File: config.mk
export PLATFORM = sky130hd
export DESIGN_NAME = frm_done_irq
export DESIGN_NICKNAME = d
export VERILOG_FILES = /design/src/rtl/frm_irq_pkg.sv /design/src/rtl/frm_line_cnt.sv /design/src/rtl/frm_done_irq.sv
export SDC_FILE = /design/constraint.sdc
export NUM_CORES = 1
export LEC_CHECK = 0
export BUFFER_PORTS_ARGS = -buffer_cell sky130_fd_sc_hd__buf_4
export CORE_AREA = 5 5 76 131
export DETAILED_ROUTE_END_ITERATION = 16
export DIE_AREA = 0 0 81 136
export GPL_ROUTABILITY_DRIVEN = 0
export GPL_TIMING_DRIVEN = 0
export HOLD_SLACK_MARGIN = 0.02
export PLACE_DENSITY = 0.78
export RECOVER_POWER = 50
export SYNTH_ARGS = -nofsm -noshare
export SYNTH_HDL_FRONTEND = slang
export SYNTH_SLANG_ARGS = --single-unit
File: constraint.sdc
create_clock -name s_axis_aclk -period 4.2 [get_ports s_axis_aclk]
set_input_delay 0.63 -clock s_axis_aclk [delete_from_list [all_inputs] [get_ports s_axis_aclk]]
set_output_delay 0.63 -clock s_axis_aclk [all_outputs]
set_load 0.005 [all_outputs]
File: src/rtl/frm_irq_pkg.sv
// Shared types for the frame-completion monitor: FSM states and error-bit indices.
package frm_irq_pkg;

    typedef enum logic [1:0] {
        IDLE   = 2'd0,
        ACTIVE = 2'd1,
        DONE   = 2'd2
    } frm_state_e;

    localparam int ERR_SHORT = 0;
    localparam int ERR_LONG  = 1;
    localparam int ERR_HSIZE = 2;

endpackage

File: src/rtl/frm_line_cnt.sv
// Pixel/line counters with sizes latched at SOF; emits last-line and bad-width strobes.
module frm_line_cnt #(
    parameter int VSIZE_W = 12,
    parameter int HSIZE_W = 12
) (
    input  logic               clk,
    input  logic               rst,
    input  logic               sof,
    input  logic               eol,
    input  logic               cnt_en,
    input  logic [VSIZE_W-1:0] img_vsize,
    input  logic [HSIZE_W-1:0] img_hsize,
    output logic [VSIZE_W-1:0] line_cnt_o,
    output logic               last_line_o,
    output logic               hsize_bad_o
);

    logic [VSIZE_W-1:0] vsize_q, line_q, line_d, line_base, line_inc, vsize_eff;
    logic [HSIZE_W-1:0] hsize_q, pix_q, pix_d, pix_base, pix_inc, hsize_eff;
    logic               eol_cnt;

    // A SOF restart is applied before the same beat's pixel/EOL is counted.
    always_comb begin
        vsize_eff = sof ? img_vsize : vsize_q;
        hsize_eff = sof ? img_hsize : hsize_q;
        line_base = sof ? '0 : line_q;
        pix_base  = sof ? '0 : pix_q;
        line_inc  = (&line_base) ? line_base : line_base + 1'b1;
        pix_inc   = (&pix_base) ? pix_base : pix_base + 1'b1;
        line_d    = line_base;
        pix_d     = pix_base;
        if (cnt_en) begin
            pix_d = eol ? '0 : pix_inc;
            if (eol) line_d = line_inc;
        end
    end

    assign eol_cnt     = cnt_en & eol;
    assign last_line_o = eol_cnt && (line_inc == vsize_eff);
    assign hsize_bad_o = eol_cnt && (hsize_eff != '0) && (pix_inc != hsize_eff);
    assign line_cnt_o  = line_q;

    always_ff @(posedge clk) begin
        if (rst) begin
            vsize_q <= '0;
            hsize_q <= '0;
            line_q  <= '0;
            pix_q   <= '0;
        end else begin
            line_q <= line_d;
            pix_q  <= pix_d;
            if (sof) begin
                vsize_q <= img_vsize;
                hsize_q <= img_hsize;
            end
        end
    end

endmodule

File: src/rtl/frm_done_irq.sv
// AXI4-Stream frame-completion monitor: FSM, sticky/pulse IRQ, error flags.
// Define FRM_ERR_CNT_EN to build the saturating error counter behind err_cnt.
module frm_done_irq
    import frm_irq_pkg::*;
#(
    parameter int VSIZE_W   = 12,
    parameter int HSIZE_W   = 12,
    parameter int FCNT_W    = 16,
    parameter int IRQ_PULSE = 0
) (
    input  logic               s_axis_aclk,
    input  logic               s_axis_areset,
    input  logic               s_axis_tvalid,
    input  logic               s_axis_tready,
    input  logic               s_axis_tlast,
    input  logic               s_axis_tuser,
    input  logic [VSIZE_W-1:0] img_vsize,
    input  logic [HSIZE_W-1:0] img_hsize,
    input  logic               irq_en,
    input  logic               irq_clr,
    output logic               frm_cmp_irq,
    output logic [FCNT_W-1:0]  frm_cnt,
    output logic [VSIZE_W-1:0] line_cnt,
    output logic [2:0]         err_flags,
    output logic [7:0]         err_cnt
);

    logic       beat, sof, eol, cnt_en, last_line, hsize_bad;
    logic       irq_q;
    logic [FCNT_W-1:0] frm_cnt_q;
    logic [2:0] err_q, err_d, err_set;
    frm_state_e state_q;

    assign beat   = s_axis_tvalid & s_axis_tready;
    assign sof    = beat & s_axis_tuser;
    assign eol    = beat & s_axis_tlast;
    assign cnt_en = beat & (sof ? (img_vsize != '0) : (state_q == ACTIVE));

    frm_line_cnt #(
        .VSIZE_W (VSIZE_W),
        .HSIZE_W (HSIZE_W)
    ) u_line_cnt (
        .clk         (s_axis_aclk),
        .rst         (s_axis_areset),
        .sof         (sof),
        .eol         (eol),
        .cnt_en      (cnt_en),
        .img_vsize   (img_vsize),
        .img_hsize   (img_hsize),
        .line_cnt_o  (line_cnt),
        .last_line_o (last_line),
        .hsize_bad_o (hsize_bad)
    );

    // New error events win over irq_clr in the same cycle.
    always_comb begin
        err_set            = '0;
        err_set[ERR_SHORT] = sof && (state_q == ACTIVE);
        err_set[ERR_LONG]  = eol && !sof && (state_q == DONE);
        err_set[ERR_HSIZE] = hsize_bad;
        err_d              = (irq_clr ? 3'b000 : err_q) | err_set;
    end

    always_ff @(posedge s_axis_aclk) begin
        if (s_axis_areset) begin
            state_q   <= IDLE;
            irq_q     <= 1'b0;
            frm_cnt_q <= '0;
            err_q     <= '0;
        end else begin
            err_q <= err_d;
            if (last_line) frm_cnt_q <= frm_cnt_q + 1'b1;
            if (IRQ_PULSE != 0) irq_q <= last_line;
            else                irq_q <= last_line | (irq_q & ~irq_clr);
            case (state_q)
                IDLE: begin
                    if (sof && img_vsize != '0) state_q <= last_line ? DONE : ACTIVE;
                end
                ACTIVE, DONE: begin
                    if (sof)            state_q <= (img_vsize == '0) ? IDLE : (last_line ? DONE : ACTIVE);
                    else if (last_line) state_q <= DONE;
                end
                default: state_q <= IDLE;
            endcase
        end
    end

    assign frm_cmp_irq = irq_q & irq_en;
    assign frm_cnt     = frm_cnt_q;
    assign err_flags   = err_q;

`ifdef FRM_ERR_CNT_EN
    logic [7:0] err_cnt_q;

    always_ff @(posedge s_axis_aclk) begin
        if (s_axis_areset)
            err_cnt_q <= 8'd0;
        else if ((|(err_set & ~err_q)) && err_cnt_q != 8'hFF)
            err_cnt_q <= err_cnt_q + 8'd1;
    end

    assign err_cnt = err_cnt_q;
`else
    assign err_cnt = 8'd0;
`endif

endmodule

==> impl_results.md <==
- Yosys warns: 0
- Slew Limit Fails: 0
- DRC: 0
- Die area: about 0.011 mm2
- DRT Pass-1 Iters: 5
- Relative slew margins: between 20% and 30%
- Hold_buf cts: 0
- Max Freq: 0.264 GHz
- CP Max Fanout: 28
- Yosys cell types: 63
- Number of diodes: 0
- Clk Latency, worst-skew pair: ~0.35 ns
- CTS tree: built
- Final HPWL DP: 10600 um
- Static leakage: 2.10 nW
- Routed vias/inst: 6.08
- Antenna violations before repair: 0
- Core Footprint: 0.00886 mm2
- # rows: 46
- Final instance area: around 0.0055 mm2
- # setup viols final: 0
- M1 GR Usage: around 28%
- Most used routing layer: met2
- RSZ-0062 raised after global routing: no
- Longest Clk Path Bufs: 2
- GRT Total Usage: 26.4%
- Starting Density: 50.3%
- Clk_skew: 0.00821 ns
- H-tree levels: 3
- Ys flop type: dfxtp_1
- Maximum VDD drop: 0.227 mV
- Placed standard-cell area: 0.00512 mm2
- Grt total ovfl: 0
- IO buf count: between 60 and 70
- Post-layout nets: roughly 700
- Clk pin slew, worst setup/hold paths: 0.06 ns
- DR iter-0 viols: 316
- WL/cell: 17.6 um
- Cells on worst reg2reg path: 11
- Crit end category: flip-flop
- Worst Max-Slew Pin Slew: 1.10 ns
- Ratio of cells with drive above 1 in the final layout: 18.4%
- Crit path required time: 4.47 ns
- Met3 Usage GRT: 5.64%
- Die height: 136 um
- Hold path depth: 2
- Root buffer cell: clkbuf_16
- Die X: 81 um
- Total CTS buffers: 9
- Largest net degree at the start of global routing: 13
- Routed wire length: about 14000 um
- FILL cells: 859
- Post-route minimum period: 3.79 ns
- First-pass GRT wire length: 22400 um
- Vias in the first global route: approximately 4700
- Min setup slack post-route: 0.415 ns
- Post-synthesis sequential area ratio: 31.4%
- #FFs+latches synth: 70
- Multi-input gate area: approximately 0.0029 mm2
- Io pins: a little over 70
- Global routing usage on met2: 44.4%
- Area grow syn2layout: 22.3%
- Final worst-path cycle share: about 90%
- Dpl cells: a little under 800
- Status: finished, final reports clean
- EDFF count, synth: 0
- Post-route ant nets: 0
- PwrDens: 287 mW/mm2
- Async SR Flop Fraction: 0%
- Max Cap Viol: 0
- Final Hold Fails: 0
- Hold Path Class: reg -> reg
- Via Count: 4804
- WP data arrival: 4.06 ns
- Cell area after synthesis: 0.00446 mm2
- Mean Syn Cell Area: 7.63 um2
- Layout Cells excl Fill: 790
- Critical path launch point type: input port
- Flip-flop and latch area: 0.00140 mm2
- WS Path Type: in -> reg
- Clock Sinks: 70
- Dpl ws: -0.941 ns
- Mapped Cells: 584
==> state kept, by name, indices dropped and copies added, names as in the netlist <==
signal,count
u_line_cnt.line_cnt_o,12
u_line_cnt.hsize_q,12
irq_q,1
state_q,2
frm_cnt,16
u_line_cnt.vsize_q,12
u_line_cnt.pix_q,12
err_flags,3
==> cell families (layout without fill, tap and decap cells) <==
kind of cell	count (synthesis)	in the layout	share of synthesized area (%)
adders and majority gates	7	7	1.96
DFF	70	70	31.4
muxes	24	24	5.70
AOI/OAI and AO/OA	125	125	18.0
and+or+nand+nor	273	273	31.2
other	1	8	0.0841
xor gates and xnor gates	30	30	5.89
buffers and inverters	54	133	5.75
==> cell usage in the layout, fill, tap and decap left out, types with 13 or more instances in the layout <==
cell / instances
a21oi_1: 47
and3_1: 15
buf_4: 41
clkbuf_1: 22
clkbuf_4: 33
dfxtp_1: 70
mux2i_1: 13
nand2_1: 78
nand3_1: 30
nand4_1: 19
nor2_1: 53
nor3_1: 14
o21ai_0: 24
xnor2_1: 16
xor2_1: 14
==> layout make-up <==
cell class	instances	share of cell area, %
buffer	39	3.74
clock buffer	11	4.64
clock inverter	5	0.620
inverter	12	0.826
multi-input combinational	467	52.7
sequential	70	25.7
tap	120	2.75
timing repair buffer	66	9.02
==> power by group <==
part / switching, W / internal, W
clock network: 0.000300 / 0.000430
logic: 0.0000924 / 0.0000611
registers: 0.00000780 / 0.000673
==> path summary, 6_finish.rpt <==
kind                                          startpoint         end  slack, ns
worst max-delay path                       s_axis_tready  frm_cnt[5]       0.41
worst min-delay path                               irq_q       irq_q       0.46
worst max register to register  u_line_cnt.line_cnt_o[0]  frm_cnt[5]       0.72
worst min register to register                     irq_q       irq_q       0.46
==> worst max-delay path, cell delays in order <==
cell and delay (ns):
buf_4 0.14, nand3_4 0.08, clkbuf_8 0.24, and2_0 0.22, ha_2 0.26, nand3_4 0.16
nor4_4 0.31, mux2i_1 0.31, xor2_1 0.18, o2111ai_1 0.21, a2111o_1 0.49, buf_4 0.16
or4_1 0.50, a21oi_1 0.15
==> metal layers <==
layer  share of wire, %  vias to the layer above
met4                7.1                        0
met3                6.3                       78
met5                  0                        -
li1                   -                     2253
met1                 36                     2262
met2                 50                      211
==> per-stage QoR <==
stage / power [W] / util, % / hold WS (ns) / TNS [ns]
3_3_place_gp: 0.000841 / 57.7 / 0.453 / -15.09
4_1_cts: 0.00157 / 61.6 / 0.462 / 0
5_1_grt: 0.00162 / 61.5 / 0.484 / 0
2_1_floorplan: 0.000781 / - / 0.439 / 0
6_report: 0.00156 / 61.5 / 0.463 / 0
3_5_place_dp: 0.000845 / 57.7 / 0.453 / -15.84
==> cells in the mapped netlist (7+ instances only) <==
master	instances	area [um2]
o31ai_1	7	52.6
xor2_1	14	123
nand3_1	31	155
clkbuf_1	21	78.8
dfxtp_1	70	1400
nor4_1	9	56.3
inv_1	12	45.0
and3_1	15	93.8
o21ai_0	24	120
nor2b_1	11	68.8
and2_1	11	68.8
xnor2_1	16	140
nor2_1	53	199
nand4_1	19	119
mux2_2	11	124
nor3_1	14	70.1
buf_4	10	75.1
mux2i_1	13	130
nand2_1	78	293
a21oi_1	47	235
ha_1	7	87.6
==> repair_timing <==
action	CTS	global route
gates cloned	0	0
setup endpoints to repair	20	15
resized for setup	10	1
buffers inserted	2	1
pin swaps	3	1
Power figures use the tool's default switching activity.
